`config.mk`:
```
export PLATFORM = sky130hd
export DESIGN_NAME = serial_addsub_flat
export DESIGN_NICKNAME = d
export VERILOG_FILES = /design/src/rtl/serial_addsub_pkg.sv /design/src/rtl/serial_addsub_if.sv /design/src/rtl/addsub_slice.sv /design/src/rtl/serial_addsub.sv /design/src/flat_wrapper.sv
export SDC_FILE = /design/constraint.sdc
export NUM_CORES = 1
export LEC_CHECK = 0
export CORE_MARGIN = 5
export CORE_UTILIZATION = 52
export DETAILED_ROUTE_END_ITERATION = 16
export GPL_ROUTABILITY_DRIVEN = 0
export PLACE_DENSITY = 0.79
export SYNTH_ARGS = -nofsm -noshare
export SYNTH_HDL_FRONTEND = slang
export SYNTH_SLANG_ARGS = --single-unit
```
`constraint.sdc`:
```
create_clock -name clk -period 1.7 [get_ports clk]
set_input_delay 0.17 -clock clk [delete_from_list [all_inputs] [get_ports clk]]
set_output_delay 0.17 -clock clk [all_outputs]
set_load 0.03 [all_outputs]
```
`src/rtl/serial_addsub_pkg.sv`:
```
// serial_addsub_pkg
//   Shared definitions for the digit-serial adder/subtractor:
//   FSM state encoding, operation mode constants and a helper that
//   sizes the step counter.
package serial_addsub_pkg;

  typedef enum logic [1:0] {
    ST_IDLE = 2'd0,
    ST_RUN  = 2'd1,
    ST_DONE = 2'd2
  } state_t;

  localparam logic MODE_ADD = 1'b0;
  localparam logic MODE_SUB = 1'b1;

  // Counter width for n steps; at least one bit so a single-step
  // configuration still has a legal vector.
  function automatic int cnt_width(input int n);
    return (n > 1) ? $clog2(n) : 1;
  endfunction

endpackage

```
`src/rtl/serial_addsub_if.sv`:
```
// serial_addsub_if
//   Operand/result handshake bundle for serial_addsub.
//   Request side : in_valid/in_ready, a, b, mode, c_in
//   Response side: out_valid/out_ready, result, c_out, ovf, zero
//   master = producer of operands / consumer of results, slave = the block.
interface serial_addsub_if #(
  parameter int WIDTH = 8
);
  logic             in_valid;
  logic             in_ready;
  logic [WIDTH-1:0] a;
  logic [WIDTH-1:0] b;
  logic             mode;
  logic             c_in;
  logic             out_valid;
  logic             out_ready;
  logic [WIDTH-1:0] result;
  logic             c_out;
  logic             ovf;
  logic             zero;

  modport master (
    output in_valid, a, b, mode, c_in, out_ready,
    input  in_ready, out_valid, result, c_out, ovf, zero
  );

  modport slave (
    input  in_valid, a, b, mode, c_in, out_ready,
    output in_ready, out_valid, result, c_out, ovf, zero
  );
endinterface

```
`src/rtl/addsub_slice.sv`:
```
// addsub_slice
//   Combinational ripple of DIGIT full add/subtract cells.
//   i_a, i_b : operand digits (LSB first in the ripple)
//   i_mode   : MODE_ADD -> a+b+c, MODE_SUB -> a-b-c
//   i_cin    : carry-in (add) / borrow-in (subtract)
//   o_sum    : sum / difference digit
//   o_cout   : carry-out (add) / borrow-out (subtract)
module addsub_slice
  import serial_addsub_pkg::*;
#(
  parameter int DIGIT = 1
) (
  input  logic [DIGIT-1:0] i_a,
  input  logic [DIGIT-1:0] i_b,
  input  logic             i_mode,
  input  logic             i_cin,
  output logic [DIGIT-1:0] o_sum,
  output logic             o_cout
);

  logic [DIGIT:0] w_c;

  assign w_c[0] = i_cin;

  generate
    for (genvar gi = 0; gi < DIGIT; gi++) begin : g_cell
      logic w_p;
      assign w_p          = i_a[gi] ^ i_b[gi];
      assign o_sum[gi]    = w_p ^ w_c[gi];
      // Borrow chain for subtract, carry chain for add; the difference
      // bit is the same XOR as the sum bit.
      assign w_c[gi + 1]  = (i_mode == MODE_SUB)
                          ? ((~i_a[gi] & i_b[gi]) | (~w_p & w_c[gi]))
                          : (( i_a[gi] & i_b[gi]) | ( w_p & w_c[gi]));
    end
  endgenerate

  assign o_cout = w_c[DIGIT];

endmodule

```
`src/rtl/serial_addsub.sv`:
```
// serial_addsub
//   Digit-serial adder/subtractor: DIGIT bits per clock, WIDTH/DIGIT
//   clocks per operation, carry/borrow kept in a 1-bit register between
//   steps.
//   clk   : clock, all state on the rising edge
//   rst_n : asynchronous active-low reset
//   bus   : serial_addsub_if slave (operand handshake, result handshake,
//           result, c_out, ovf, zero)
module serial_addsub
  import serial_addsub_pkg::*;
#(
  parameter int WIDTH = 8,
  parameter int DIGIT = 1
) (
  input  logic              clk,
  input  logic              rst_n,
  serial_addsub_if.slave    bus
);

  localparam int NSTEP = WIDTH / DIGIT;
  localparam int CNT_W = cnt_width(NSTEP);

  state_t             r_state;
  state_t             w_state_next;

  logic [WIDTH-1:0]   r_a;
  logic [WIDTH-1:0]   r_b;
  logic [WIDTH-1:0]   r_acc;
  logic               r_mode;
  logic               r_carry;
  logic [CNT_W-1:0]   r_cnt;
  logic               r_sign_a;
  logic               r_sign_b;

  logic [WIDTH-1:0]   r_result;
  logic               r_c_out;
  logic               r_ovf;
  logic               r_zero;

  logic               w_in_ready;
  logic               w_out_valid;
  logic               w_accept;
  logic               w_last;
  logic [DIGIT-1:0]   w_sum;
  logic               w_cout;
  logic [WIDTH+DIGIT-1:0] w_cat;
  logic [WIDTH-1:0]   w_acc_next;

  addsub_slice #(
    .DIGIT (DIGIT)
  ) u_slice (
    .i_a    (r_a[DIGIT-1:0]),
    .i_b    (r_b[DIGIT-1:0]),
    .i_mode (r_mode),
    .i_cin  (r_carry),
    .o_sum  (w_sum),
    .o_cout (w_cout)
  );

  // New digits enter at the top of the accumulator; after NSTEP shifts
  // the first digit computed has reached bit 0.
  assign w_cat      = {w_sum, r_acc};
  assign w_acc_next = w_cat[WIDTH+DIGIT-1:DIGIT];

  assign w_accept = bus.in_valid & w_in_ready;
  assign w_last   = (r_cnt == CNT_W'(NSTEP - 1));

  // FSM state register
  always_ff @(posedge clk or negedge rst_n) begin
    if (!rst_n) begin
      r_state <= ST_IDLE;
    end else begin
      r_state <= w_state_next;
    end
  end

  // FSM next state and handshake outputs
  always_comb begin
    w_state_next = r_state;
    w_in_ready   = 1'b0;
    w_out_valid  = 1'b0;
    case (r_state)
      ST_IDLE: begin
        w_in_ready = 1'b1;
        if (bus.in_valid) w_state_next = ST_RUN;
      end
      ST_RUN: begin
        if (w_last) w_state_next = ST_DONE;
      end
      ST_DONE: begin
        w_out_valid = 1'b1;
        if (bus.out_ready) w_state_next = ST_IDLE;
      end
      default: w_state_next = ST_IDLE;
    endcase
  end

  // Datapath. Output registers only change on the final step, so a
  // partially computed value is never visible.
  always_ff @(posedge clk or negedge rst_n) begin
    if (!rst_n) begin
      r_a      <= '0;
      r_b      <= '0;
      r_acc    <= '0;
      r_mode   <= MODE_ADD;
      r_carry  <= 1'b0;
      r_cnt    <= '0;
      r_sign_a <= 1'b0;
      r_sign_b <= 1'b0;
      r_result <= '0;
      r_c_out  <= 1'b0;
      r_ovf    <= 1'b0;
      r_zero   <= 1'b0;
    end else begin
      case (r_state)
        ST_IDLE: begin
          if (w_accept) begin
            r_a      <= bus.a;
            r_b      <= bus.b;
            r_mode   <= bus.mode;
            r_carry  <= bus.c_in;
            r_cnt    <= '0;
            // Effective sign of the second operand (inverted for subtract)
            r_sign_a <= bus.a[WIDTH-1];
            r_sign_b <= bus.b[WIDTH-1] ^ (bus.mode == MODE_SUB);
          end
        end
        ST_RUN: begin
          r_a     <= r_a >> DIGIT;
          r_b     <= r_b >> DIGIT;
          r_acc   <= w_acc_next;
          r_carry <= w_cout;
          r_cnt   <= r_cnt + 1'b1;
          if (w_last) begin
            r_result <= w_acc_next;
            r_c_out  <= w_cout;
            r_ovf    <= (r_sign_a == r_sign_b) &&
                        (w_acc_next[WIDTH-1] != r_sign_a);
            r_zero   <= (w_acc_next == '0);
          end
        end
        default: ;
      endcase
    end
  end

  assign bus.in_ready  = w_in_ready;
  assign bus.out_valid = w_out_valid;
  assign bus.result    = r_result;
  assign bus.c_out     = r_c_out;
  assign bus.ovf       = r_ovf;
  assign bus.zero      = r_zero;

endmodule

```
`src/flat_wrapper.sv`:
```
// flat-port wrapper written by rule: the top's interface ports become plain ports
module serial_addsub_flat import serial_addsub_pkg::*;
#(
  parameter int WIDTH = 8,
  parameter int DIGIT = 1
)
  (clk, rst_n, bus_in_valid, bus_a, bus_b, bus_mode, bus_c_in, bus_out_ready, bus_in_ready, bus_out_valid, bus_result, bus_c_out, bus_ovf, bus_zero);
  serial_addsub_if #(.WIDTH(WIDTH)) bus_i ();
  input  logic clk;
  input  logic rst_n;
  input wire logic [$bits(bus_i.in_valid)-1:0] bus_in_valid;
  input wire logic [$bits(bus_i.a)-1:0] bus_a;
  input wire logic [$bits(bus_i.b)-1:0] bus_b;
  input wire logic [$bits(bus_i.mode)-1:0] bus_mode;
  input wire logic [$bits(bus_i.c_in)-1:0] bus_c_in;
  input wire logic [$bits(bus_i.out_ready)-1:0] bus_out_ready;
  output wire logic [$bits(bus_i.in_ready)-1:0] bus_in_ready;
  output wire logic [$bits(bus_i.out_valid)-1:0] bus_out_valid;
  output wire logic [$bits(bus_i.result)-1:0] bus_result;
  output wire logic [$bits(bus_i.c_out)-1:0] bus_c_out;
  output wire logic [$bits(bus_i.ovf)-1:0] bus_ovf;
  output wire logic [$bits(bus_i.zero)-1:0] bus_zero;
  assign bus_i.in_valid = bus_in_valid;
  assign bus_i.a = bus_a;
  assign bus_i.b = bus_b;
  assign bus_i.mode = bus_mode;
  assign bus_i.c_in = bus_c_in;
  assign bus_i.out_ready = bus_out_ready;
  assign bus_in_ready = bus_i.in_ready;
  assign bus_out_valid = bus_i.out_valid;
  assign bus_result = bus_i.result;
  assign bus_c_out = bus_i.c_out;
  assign bus_ovf = bus_i.ovf;
  assign bus_zero = bus_i.zero;
  serial_addsub #(.WIDTH(WIDTH), .DIGIT(DIGIT)) u_core (.clk(clk), .rst_n(rst_n), .bus(bus_i));
endmodule
```
Word-level counts from Yosys, hierarchy flattened
Index checks and enable logic that the tools add are counted.

storage, ports and cells
  bits in registers = 44
  bits of input ports = 22

cells by class
  $add $sub $neg = 1
  equal/unequal tests = 9
  mux-type cells = 15
  bitwise operators = 12
  reductions and logical operators = 8

operator list
  kind                   count
  $pmux W8 S2            2
  $mux W8                2
  $logic_not A8 Y1       1
  $mux W2                3
  $pmux W2 S3            1
  $pmux W3 S2            1
  $reduce_and A2 Y1      3
  $and A1 B1 Y1          5
  $mux W1                4
  $ne A2 B1 Y1 const B   2
  $ne A2 B2 Y1 const B   2
  $add A3 B1 Y3 const B  1
  $eq A3 B3 Y1 const B   1
  $mux W3                1
  $reduce_and A3 Y1      1
  $xor A1 B1 Y1          3
  $eq A2 B1 Y1 const B   1
  $eq A2 B2 Y1 const B   1
  $logic_not A2 Y1       1
  $not A1 Y1             2
  $or A1 B1 Y1           2
  $pmux W1 S2            1
  $reduce_bool A2 Y1     1
  $eq A1 B1 Y1           1
  2 further kinds        2

Logic depth before layout (Yosys ltp)
  depth after elaboration = 6
  gate-level depth with buffers = 6

Hierarchy
Synthesis repeated with hierarchy kept, for this count alone.

unflattened totals
  cell total of the unflattened synthesis = 162
  area total of the unflattened synthesis = 1,899.3 µm²

by module, submodules not included
  module         instances  cells an instance  area an instance (µm²)  sequential area each (µm²)
  serial_addsub  1          156                1,838.0                 1,076.0
  addsub_slice   1          6                  61.3                    0.0

Worst setup path before layout
No wires, ideal clock.

  path kind = flip-flop to flip-flop
  start point = register u_core.r_a[0]
  end point = register u_core.r_zero (netlist: u_core.bus.zero)
  arrival time = 1.396 ns
  data required time = 1.617 ns
  path slack = 0.221 ns
  stages on the path, launching flop included = 5
  period minus slack after synthesis = 1.479 ns
  cell sequence = dfrtp_1 -> fa_1 -> nor4_1 -> nand2_1 -> o21ai_0

between the ends
  cells in the longest elaborated chain, start to end = 3

RTL lines
  element                   RTL line              text
  start, declared           serial_addsub.sv:26   logic [WIDTH-1:0] r_a;
  start signal, assigned    serial_addsub.sv:118  r_a <= bus.a;
  start signal, assigned    serial_addsub.sv:129  r_a <= r_a >> DIGIT;
  $xor A1 B1 Y1             addsub_slice.sv:28    assign w_p = i_a[gi] ^ i_b[gi];
  $xor A1 B1 Y1             addsub_slice.sv:29    assign o_sum[gi] = w_p ^ w_c[gi];
  via u_core.u_slice.o_sum  addsub_slice.sv:17    output logic [DIGIT-1:0] o_sum,
  $logic_not A8 Y1          serial_addsub.sv:139  r_zero <= (w_acc_next == '0);
  end signal, assigned      serial_addsub.sv:139
  end, declared             serial_addsub.sv:38   logic r_zero;

The timed path passes the listed nets, and every way through them passes these cells.
A chain may end at the register's enable or synchronous reset.

Worst setup path after layout
  start point = register u_core.r_a[0]
  end point = register u_core.r_ovf (netlist: u_core.bus.ovf)

between the ends
  cells in the longest elaborated chain, start to end = 4

RTL lines
  element                   RTL line              text
  $xor A1 B1 Y1             addsub_slice.sv:28
  $xor A1 B1 Y1             addsub_slice.sv:29
  via u_core.u_slice.o_sum  addsub_slice.sv:17
  $ne A1 B1 Y1              serial_addsub.sv:138  (w_acc_next[WIDTH-1] != r_sign_a);
  $logic_and A1 B1 Y1       serial_addsub.sv:137  r_ovf <= (r_sign_a == r_sign_b) &&
  end signal, assigned      serial_addsub.sv:137
  end, declared             serial_addsub.sv:37   logic r_ovf;

The timed path passes the listed nets, and every way through them passes these cells.

==> flow_metrics.tcl <==
set metrics [dict create \
    grtUsageTotal_pct 15.8 \
    first_pass_iters 4 \
    placed_cells 250 \
    fin_skew_ns 0.00273 \
    hold_ws_ns 0.443 \
    cpPeakStageDelay_ns 0.63 \
    nets 238 \
    synthTopCellsByArea "dfrtp_1 55%, mux2_2 8.6%, o21ai_0 4.6%" \
    multi_input_area_um2 810 \
    rows 22 \
    fillCellCount 284 \
    cpLargestDelayFamily "adder cells" \
    tns_ns 0 \
    arrival_ns 1.74 \
    grt_overflow 0 \
    synthAdderAreaFrac_pct 3.30 \
    synth_top_area_share_pct 54.6 \
    rsz0062_at_grt "false" \
    setup_viol 0 \
    placed_area_um2 2350 \
    grt_antenna_before_repair 0 \
    fin_ws_ns 0.124 \
    ir_worst_vdd_mv 1.00 \
    slew_headroom_pct 65.0 \
    wirelength_um 3720 \
    slowest_stage "fa_2" \
    ant_nets 0 \
    clkTransAtPathRegs_ns 0.08 \
    cp_max_fo 5 \
    synth-edff-count 0 \
    synth_top_family_by_area "simple AND/OR/NAND/NOR gates" \
    seq_area_frac_synth_pct 54.6 \
    power_density_nw_per_um2 1780 \
    tightest_slew_ns 0.526 \
    grt_start_max_net_pins 44 \
    preCtsSetupSlack_ns 0.120 \
    cts_sinks 43 \
    finalPower_mw 4.46 \
    num_vias 1430 \
    dp_hpwl_um 2800 \
    synth_nets 196 \
    hold_violations 0 \
    combPwrFrac_pct 42.0 \
    sw_frac_of_total_pct 35.4 \
    synthesis.area_um2 1970 \
    maxSlewViolCount 0 \
    status "completed" \
    ios 35 \
    layout-drive-gt1-share_pct 18.8 \
    die_w_um 71.6 \
    ys_async_sr_fraction_pct 100 \
    hp-class "input pin to flip-flop" \
    final_util_pct 68.3 \
    io_buffers 34 \
    fmax_ghz 0.634 \
    stdcell_count 261 \
    grt_pass1_vias 1445 \
    cts_tree "built" \
    synth_top_cell_by_area "dfrtp_1" \
    clkPwrFrac_pct 18.0 \
    period_needed_ns 1.58 \
    stdcell_area_um2 2500 \
    synth_simple_gate_area_share_pct 13.9 \
    grt_pass1_wl_um 6430 \
    ys_warn_count 0 \
    drtIter0Drc 133 \
    fp.dieArea_um2 5120 \
    initial_core_util_pct 53.9 \
    seqPwrFrac_pct 40.0 \
    area_growth_pct 26.7 \
    worstSetupStartpointType "flip-flop" \
    fin_crit_sh_pct 92.7 \
    power_switching_mw 1.58 \
    worst-setup-path-type "flip-flop to flip-flop" \
    numCtsBuffers 5 \
    syn_area_per_cell_um2 11.6 \
    routed_via_density 5.48 \
    crit_buf_inv 0 \
    end_kind "flip-flop" \
    path_cells "fa_2, and3b_1, a21oi_1, o21ai_0" \
    synth_compound_area_share_pct 12.5 \
    cts_max_level 2 \
    intPower_mw 2.88 \
    synth_xor_xnor_area_share_pct 0.444 \
    synth_cell_types 28 \
    syn-instance-count 170 \
    clock_latency_ns 0.29 \
    clockRootBuffer "clkbuf_8" \
    post_drt_wl_per_cell_um 14.2 \
    diodes 0 \
    cap_violations 0 \
    cp_data_required_time_ns 1.86 \
    yosys_register_bits 43 \
    clk_path_buf_depth 2 \
    die-height_um 71.6 \
    drc 0 \
    synthMuxAreaShare_pct 10.8 \
    ys.flop_type "dfrtp_1" \
    final-seq-area_um2 1080 \
    core_area_um2 3660 \
    leakagePower_nw 1.14 \
]
-- worst reg2reg max path: cells and delay by family, from the launching register on --
family,cells,cell delay (ns)
AOI/OAI and AO/OA,2,0.20
adders and majority gates,1,0.63
DFF,1,0.45
and+or+nand+nor,1,0.18
-- power groups by stage --
stage	logic [mW]	registers (mW)	clock network (mW)
final	1.87	1.78	0.802
after global placement	1.78	1.77	0
after global routing	2.06	1.85	0.864
after detailed placement	1.85	1.80	0
after floorplan	1.12	1.94	0
after CTS	1.85	1.79	0.823
-- cell families (layout without fill, tap and decap cells) --
kind of cell,Yosys count,after routing
AND/OR/NAND/NOR,45,45
adder cells (fa/ha/maj),4,4
XOR/XNOR,1,1
buffers and inverters,15,58
multiplexers,19,19
AO/OA/AOI/OAI,43,43
flip-flops,43,43
-- layer usage --
layer	routed length [um]	track usage, %	up-vias	share of wire, %
met1	1560	19.4	705	42
met4	36	3.97	0	0.97
met2	1890	27.2	45	51
met5	0	0	-	0
li1	-	-	675	-
met3	235	4.77	5	6.3
-- cell usage in the layout (no fill, tap or decap), types with 2 or more instances in the layout --
cell | netlist | routed
dfrtp_1 | 43 | 43
clkdlybuf4s50_1 | 0 | 31
nand2_1 | 20 | 20
o21ai_0 | 18 | 18
mux2_2 | 15 | 15
a21oi_1 | 14 | 14
buf_4 | 3 | 11
and3b_1 | 10 | 10
clkbuf_8 | 0 | 6
inv_1 | 5 | 5
a22oi_1 | 5 | 5
nor2b_1 | 5 | 5
nor2_1 | 4 | 4
mux2_1 | 3 | 3
o21ai_1 | 2 | 2
a22o_1 | 2 | 2
nor4_1 | 2 | 2
ha_1 | 2 | 2
-- cells in the mapped netlist, types with 3 or more instances --
| cell type | instances |
|---|---|
| buf_2 | 4 |
| nand2_1 | 20 |
| inv_1 | 5 |
| mux2_1 | 3 |
| nor2b_1 | 5 |
| a22oi_1 | 5 |
| nor2_1 | 4 |
| o21ai_0 | 18 |
| dfrtp_1 | 43 |
| buf_4 | 3 |
| a21oi_1 | 14 |
| and3b_1 | 10 |
| mux2_2 | 15 |
-- timing repair --
item	4_1_cts	5_1_grt
setup endpoints to repair	1	2
setup buffers	0	2
endpoints found under the hold margin	43	0
resized for setup	1	1
hold buffers	1	0
-- flip-flops by register name, summed over array words and instances, names as in the netlist --
register / count
u_core.bus.result: 8
u_core.r_a: 8
u_core.r_b: 8
u_core.r_acc: 7
u_core.r_cnt: 3
u_core.r_state: 2
u_core.bus.c_out: 1
u_core.bus.ovf: 1
u_core.bus.zero: 1
u_core.r_carry: 1
u_core.r_mode: 1
u_core.r_sign_a: 1
u_core.r_sign_b: 1
-- worst paths after layout --
path	from	to	slack, ns	cells past startpoint
setup / recovery	u_core.r_a[0]$_DFFE_PN0P_	u_core.bus.ovf$_DFFE_PN0P_	0.12	4
hold / removal	bus_out_ready	u_core.r_state[1]$_DFFE_PN0P_	0.44	2
setup reg to reg	u_core.r_a[0]$_DFFE_PN0P_	u_core.bus.ovf$_DFFE_PN0P_	0.12	4
hold reg to reg	u_core.r_b[1]$_DFFE_PN0P_	u_core.r_b[1]$_DFFE_PN0P_	0.49	2
max in group asynchronous	rst_n	u_core.r_b[2]$_DFFE_PN0P_	0.86	3
min in group asynchronous	rst_n	u_core.bus.result[2]$_DFFE_PN0P_	0.47	3
-- layout make-up --
class / count / area share, %
clock buffer: 6 / 3.30
clock inverter: 2 / 1.40
inverter: 5 / 0.751
multi-input combinational: 112 / 32.4
sequential: 43 / 43.1
tap: 48 / 2.40
timing repair buffer: 45 / 16.7
Note: power is estimated with default switching activity, not from simulation.
